File: config.mk
export PLATFORM = sky130hd
export DESIGN_NAME = sp_ram_bist
export DESIGN_NICKNAME = d
export VERILOG_FILES = /design/src/rtl/sp_ram_bist.sv
export SDC_FILE = /design/constraint.sdc
export NUM_CORES = 1
export LEC_CHECK = 0
export BUFFER_PORTS_ARGS = -buffer_cell sky130_fd_sc_hd__buf_2
export CAP_MARGIN = 10
export CORE_UTILIZATION = 45
export DETAILED_ROUTE_END_ITERATION = 10
export PLACE_DENSITY = 0.68
export SETUP_SLACK_MARGIN = 0.15
export SLEW_MARGIN = 20
export SYNTH_ARGS = -nofsm -noshare
export SYNTH_HDL_FRONTEND = slang
export SYNTH_SLANG_ARGS = --single-unit
File: constraint.sdc
create_clock -name clk -period 3.6 [get_ports clk]
set_input_delay 0.54 -clock clk [delete_from_list [all_inputs] [get_ports clk]]
set_output_delay 0.54 -clock clk [all_outputs]
set_load 0.05 [all_outputs]
File: src/rtl/sp_ram_bist.sv
// sp_ram_bist: on-chip LFSR write/read-verify self-test engine for the single-port sp_ram macro.
// Optional build macro SP_RAM_BIST_INV_PASS_EN adds a second pass that writes and checks ~LFSR data.
module sp_ram_bist #(
    parameter int          DATA_W       = 32,
    parameter int          ADDR_W       = 10,
    parameter int          DEPTH        = 1024,
    parameter int          READ_LATENCY = 1,
    parameter logic [31:0] SEED         = 32'hACE1_2468
) (
    input  logic              clk,
    input  logic              rst_n,
    input  logic              start,
    output logic              busy,
    output logic              done,
    output logic              pass,
    output logic [15:0]       err_count,
    output logic [ADDR_W-1:0] first_err_addr,
    output logic [DATA_W-1:0] mem_data,
    output logic [ADDR_W-1:0] mem_addr,
    output logic              mem_we,
    input  logic [DATA_W-1:0] mem_q
);

    localparam logic [2:0] ST_IDLE  = 3'd0;
    localparam logic [2:0] ST_WRITE = 3'd1;
    localparam logic [2:0] ST_READ  = 3'd2;
    localparam logic [2:0] ST_DRAIN = 3'd3;
    localparam logic [2:0] ST_DONE  = 3'd4;

    // Right-shift Galois form of x^32 + x^22 + x^2 + x + 1.
    localparam logic [31:0]       LFSR_TAPS  = 32'h8020_0003;
    localparam logic [ADDR_W-1:0] LAST_ADDR  = ADDR_W'(DEPTH - 1);
    localparam logic [2:0]        DRAIN_LAST = 3'(READ_LATENCY - 1);
    localparam int                REP        = (DATA_W + 31) / 32;

    function automatic logic [31:0] lfsr_next(input logic [31:0] s);
        return s[0] ? ((s >> 1) ^ LFSR_TAPS) : (s >> 1);
    endfunction

    logic [2:0]        state_q, state_d;
    logic [31:0]       lfsr_q, lfsr_d;
    logic [ADDR_W-1:0] addr_q, addr_d;
    logic              we_q, we_d;
    logic              busy_q, busy_d;
    logic              done_q, done_d;
    logic              pass_q, pass_d;
    logic [15:0]       err_q, err_d;
    logic [ADDR_W-1:0] first_q, first_d;
    logic [2:0]        drain_q, drain_d;
`ifdef SP_RAM_BIST_INV_PASS_EN
    logic              inv_q, inv_d;
`endif

    // Read-compare pipeline: stage READ_LATENCY-1 lines up with mem_q.
    logic [READ_LATENCY-1:0] pipe_vld_q;
    logic [ADDR_W-1:0]       pipe_addr_q [READ_LATENCY];
    logic [DATA_W-1:0]       pipe_exp_q  [READ_LATENCY];

    logic [REP*32-1:0] lfsr_wide;
    logic [DATA_W-1:0] pat_word;
    logic              cmp_miss;

    assign lfsr_wide = {REP{lfsr_q}};

    // NOTE: always_comb assigns every output a default first, so no path can infer a latch.
    always_comb begin
        pat_word = lfsr_wide[DATA_W-1:0];
`ifdef SP_RAM_BIST_INV_PASS_EN
        if (inv_q) pat_word = ~lfsr_wide[DATA_W-1:0];
`endif
    end

    // X on mem_q must count as a miss in simulation, hence case-inequality.
    assign cmp_miss = pipe_vld_q[READ_LATENCY-1] && (mem_q !== pipe_exp_q[READ_LATENCY-1]);

    always_comb begin
        state_d = state_q;
        lfsr_d  = lfsr_q;
        addr_d  = addr_q;
        we_d    = we_q;
        busy_d  = busy_q;
        done_d  = done_q;
        pass_d  = pass_q;
        err_d   = err_q;
        first_d = first_q;
        drain_d = drain_q;
`ifdef SP_RAM_BIST_INV_PASS_EN
        inv_d   = inv_q;
`endif

        if (cmp_miss) begin
            if (err_q != 16'hFFFF) err_d = err_q + 16'd1;
            if (err_q == 16'd0)    first_d = pipe_addr_q[READ_LATENCY-1];
        end

        case (state_q)
            ST_IDLE, ST_DONE: begin
                if (start) begin
                    state_d = ST_WRITE;
                    lfsr_d  = SEED;
                    addr_d  = '0;
                    we_d    = 1'b1;
                    busy_d  = 1'b1;
                    done_d  = 1'b0;
                    pass_d  = 1'b0;
                    err_d   = '0;
                    first_d = '0;
`ifdef SP_RAM_BIST_INV_PASS_EN
                    inv_d   = 1'b0;
`endif
                end
            end
            ST_WRITE: begin
                lfsr_d = lfsr_next(lfsr_q);
                if (addr_q == LAST_ADDR) begin
                    state_d = ST_READ;
                    lfsr_d  = SEED;
                    addr_d  = '0;
                    we_d    = 1'b0;
                end else begin
                    addr_d = addr_q + ADDR_W'(1);
                end
            end
            ST_READ: begin
                lfsr_d = lfsr_next(lfsr_q);
                if (addr_q == LAST_ADDR) begin
                    state_d = ST_DRAIN;
                    drain_d = '0;
                end else begin
                    addr_d = addr_q + ADDR_W'(1);
                end
            end
            ST_DRAIN: begin
                if (drain_q == DRAIN_LAST) begin
`ifdef SP_RAM_BIST_INV_PASS_EN
                    if (!inv_q) begin
                        state_d = ST_WRITE;
                        inv_d   = 1'b1;
                        lfsr_d  = SEED;
                        addr_d  = '0;
                        we_d    = 1'b1;
                    end else
`endif
                    begin
                        // err_d already holds the compare retiring on this same edge.
                        state_d = ST_DONE;
                        busy_d  = 1'b0;
                        done_d  = 1'b1;
                        pass_d  = (err_d == 16'd0);
                    end
                end else begin
                    drain_d = drain_q + 3'd1;
                end
            end
            default: state_d = ST_IDLE;
        endcase
    end

    // NOTE: sequential state uses non-blocking assignments so every register samples pre-edge values.
    always_ff @(posedge clk or negedge rst_n) begin
        if (!rst_n) begin
            state_q <= ST_IDLE;
            lfsr_q  <= SEED;
            addr_q  <= '0;
            we_q    <= 1'b0;
            busy_q  <= 1'b0;
            done_q  <= 1'b0;
            pass_q  <= 1'b0;
            err_q   <= '0;
            first_q <= '0;
            drain_q <= '0;
`ifdef SP_RAM_BIST_INV_PASS_EN
            inv_q   <= 1'b0;
`endif
        end else begin
            state_q <= state_d;
            lfsr_q  <= lfsr_d;
            addr_q  <= addr_d;
            we_q    <= we_d;
            busy_q  <= busy_d;
            done_q  <= done_d;
            pass_q  <= pass_d;
            err_q   <= err_d;
            first_q <= first_d;
            drain_q <= drain_d;
`ifdef SP_RAM_BIST_INV_PASS_EN
            inv_q   <= inv_d;
`endif
        end
    end

    always_ff @(posedge clk or negedge rst_n) begin
        if (!rst_n) begin
            pipe_vld_q <= '0;
        end else begin
            pipe_vld_q[0] <= (state_q == ST_READ);
            for (int i = 1; i < READ_LATENCY; i++) pipe_vld_q[i] <= pipe_vld_q[i-1];
        end
    end

    // NOTE: the address/data pipe is deliberately not reset; its valid bit gates every use.
    always_ff @(posedge clk) begin
        pipe_addr_q[0] <= addr_q;
        pipe_exp_q[0]  <= pat_word;
        for (int i = 1; i < READ_LATENCY; i++) begin
            pipe_addr_q[i] <= pipe_addr_q[i-1];
            pipe_exp_q[i]  <= pipe_exp_q[i-1];
        end
    end

    assign busy           = busy_q;
    assign done           = done_q;
    assign pass           = pass_q;
    assign err_count      = err_q;
    assign first_err_addr = first_q;
    assign mem_addr       = addr_q;
    assign mem_we         = we_q;
    assign mem_data       = we_q ? pat_word : '0;

endmodule
==> reports/metrics.yaml <==
run_status:
  status: "complete, no violations"
floorplanning:
  rows: 38
  dieArea_um2: 12000
  start_util_pct: 47.1
  fp.coreArea_um2: 11000
  num_io_pins: 107
  die-width_um: 109
  die_h_um: 109
cells_and_area:
  multi_input_area_um2: 2230
  register_area_um2: 2830
  nNetsFinal: 627
  final_core_utilization_pct: 59.2
  n_fill_cell: 963
  drive_above_1_share_pct: 28.3
  syn2layout_area_growth_pct: 25.7
  antenna_cells: 0
setup_path:
  cp-end-kind: "register"
  cp_slowest_cell: "or4_1"
  path_class: "register to register"
  critPathMaxFanout: 7
  start_kind: "register"
  cp.arrival_ns: 3.17
  cp_cell_sequence: "ha_1 -> nand3_1 -> or3_1 -> a311o_1 -> a32o_1 -> or4_1 -> o21ai_1"
  cp_top_family: "simple AND/OR/NAND/NOR gates"
  critPathMaxStageDelay_ns: 0.54
  cp_num_buf_inv: 0
  required_ns: 3.93
clock_tree:
  post_cts_buffers: 0
  h-tree-depth: 4
  clock_latency_ns: 0.41
  path_clk_slew_ns: 0.06
  numCtsBuffers: 17
  cts_sinks: 121
  cts_hold_buf: 0
  cts_tree: "done"
  cts.repair.resized: 0
  clockBufferDepth: 2
  cts_root_buf: "clkbuf_16"
synth:
  async_reset_ff_share_pct: 65.3
  synthFlopType: "dfrtp_1"
  ys_ff_latch: 121
  ys_warn_count: 0
  synth_area_per_cell_um2: 10.8
  synth_top_area_cell: "dfrtp_1"
  synth_edf_count: 0
  yosysTopAreaCellShare_pct: 31.8
  netlist_top_cells_area: "dfrtp_1 (32%), dfxtp_1 (16%), xnor2_1 (7.3%), dfstp_2 (6.6%), and2_1 (4.5%)"
  yosysSeqAreaShare_pct: 54.6
  synth_cells: 479
  synth.distinct_cells: 52
  syn_nets: 519
  syn_area_um2: 5190
detailed_routing:
  drc: 0
  first_pass_iters: 5
  dr_total_vias: 3962
  dr.first_iter.drc_count: 215
  routed_wl_um: 12100
  ant_nets: 0
  viasPerCell: 5.35
  wl_per_cell_um: 16.4
timing:
  tightest_slew_ns: 0.883
  relSlewSlack_pct: 41.1
  drv_slew: 0
  setup_violations: 0
  fin_skew_ns: 0.0112
  fin_crit_sh_pct: 79.0
  rsz0062_at_grt: "no"
  finalHoldViolCount: 0
  period_needed_ns: 2.84
  fmax_mhz: 352
  tns_ns: 0
worst_hold_path:
  hp-class: "input pin to async pin"
global_route:
  grt_pass1_vias: 3848
  grt_max_degree: 80
  grt_antenna_before_repair: 0
  grt_first_pass_wirelength_um: 19700
  grt-ovfl-total: 0
  grt.total_usage_pct: 21.9
placement:
  numPortBuffers: 106
  place_congestion: 0.887
  dp_hpwl_um: 8350
run:
  maxCapViolCount: 0
power:
  leakagePower_nw: 3.00
  irDropWorstVdd_uv: 605
  power.density_nw_per_um2: 871
==> metrics by stage <==
step	power [mW]	hold slack, ns	instances	cell area, µm²	setup WS, ns
floorplan	3.44	0.244	479	5190	0.707
global placement	3.86	0.406	707	5860	0.465
detailed placement	3.90	0.412	707	5860	0.434
CTS	5.72	0.339	739	6500	0.706
global route	5.94	0.130	740	6530	0.548
finish	5.68	0.0957	740	6530	0.755
==> synthesized netlist by cell type (13+ instances only) <==
cell type and n:
dfrtp_1 66, xnor2_1 43, dfxtp_1 42, nor2_1 38
and2_1 37, nand2_1 25, clkbuf_1 18, a22o_1 17
nand4_1 16, mux2i_1 15, dfstp_2 13, nand3_1 13
==> cell type report <==
cell class              instances  area share, %
inverters                       7          0.403
clock buffers                  19           6.94
multi-input cells             325           34.2
flip-flops and latches        121           43.4
well taps                     140           2.68
repair buffers                115           9.40
clock inverters                13           2.90
==> cells in the final DEF, fill, tap and decap left out, drive strengths merged, types with 3 or more instances in the layout <==
| master | instances |
|---|---|
| xnor2 | 43 |
| clkbuf | 19 |
| nand2 | 25 |
| dfstp | 13 |
| nand4 | 17 |
| inv | 10 |
| nand3 | 14 |
| dfrtp | 66 |
| buf | 115 |
| and2 | 37 |
| a31oi | 4 |
| mux2i | 15 |
| and3 | 12 |
| a22o | 17 |
| xor2 | 11 |
| o22a | 11 |
| nor4 | 5 |
| nor2b | 4 |
| nor4b | 3 |
| ha | 5 |
| o21ai | 12 |
| a311oi | 3 |
| a21oi | 9 |
| nor3 | 9 |
| clkinv | 4 |
| dfxtp | 42 |
| nand2b | 4 |
| nor2 | 38 |
| and4 | 5 |
| bufinv | 4 |
==> worst paths after layout <==
path                                             start                  endpoint  slack, ns  cells past startpoint
min in group clk                                 start    state_q[2]$_DFFE_PN0P_       0.37                      2
worst max register to register  err_count[0]$_DFF_PN0_          pass$_DFFE_PN0P_       0.76                      7
worst max-delay path            err_count[0]$_DFF_PN0_          pass$_DFFE_PN0P_       0.76                      7
worst min-delay path                             rst_n     lfsr_q[4]$_DFFE_PN0P_        0.1                      1
worst min register to register   lfsr_q[9]$_DFFE_PN0P_  pipe_exp_q[0][9]$_DFF_P_       0.42                      0
max in group asynchronous                        rst_n    lfsr_q[16]$_DFFE_PN1P_       2.84                      2
==> where the power goes <==
part	internal, mW	total, mW	switching (mW)
Combinational	0.552	1.61	1.06
Clock	1.20	1.82	0.615
Sequential	1.87	2.26	0.391
==> layer usage <==
metal / global-route usage, % / vias to the layer above / share of wire (%)
li1: - / 1907 / -
met1: 29.2 / 1941 / 45
met2: 34.6 / 99 / 49
met3: 5.04 / 15 / 4.3
met4: 8.48 / 0 / 1.4
met5: 0 / - / 0
==> state kept, by name, summed over array words and instances (netlist names) <==
register,flops
pass,1
state_q,3
pipe_addr_q,10
done,1
pipe_exp_q,32
mem_addr,10
lfsr_q,32
mem_we,1
first_err_addr,10
drain_q,3
pipe_vld_q,1
busy,1
err_count,16
==> cell families after synthesis <==
| logic type | count (synthesis) | synth area share, % |
|---|---|---|
| XOR/XNOR | 54 | 9.11 |
| AO/OA/AOI/OAI | 70 | 10.1 |
| flip-flops | 121 | 54.6 |
| AND/OR/NAND/NOR | 180 | 19.2 |
| adder cells (fa/ha/maj) | 5 | 1.21 |
| multiplexers | 16 | 3.11 |
| buffers and inverters | 33 | 2.68 |
Note: power is estimated with default switching activity, not from simulation.
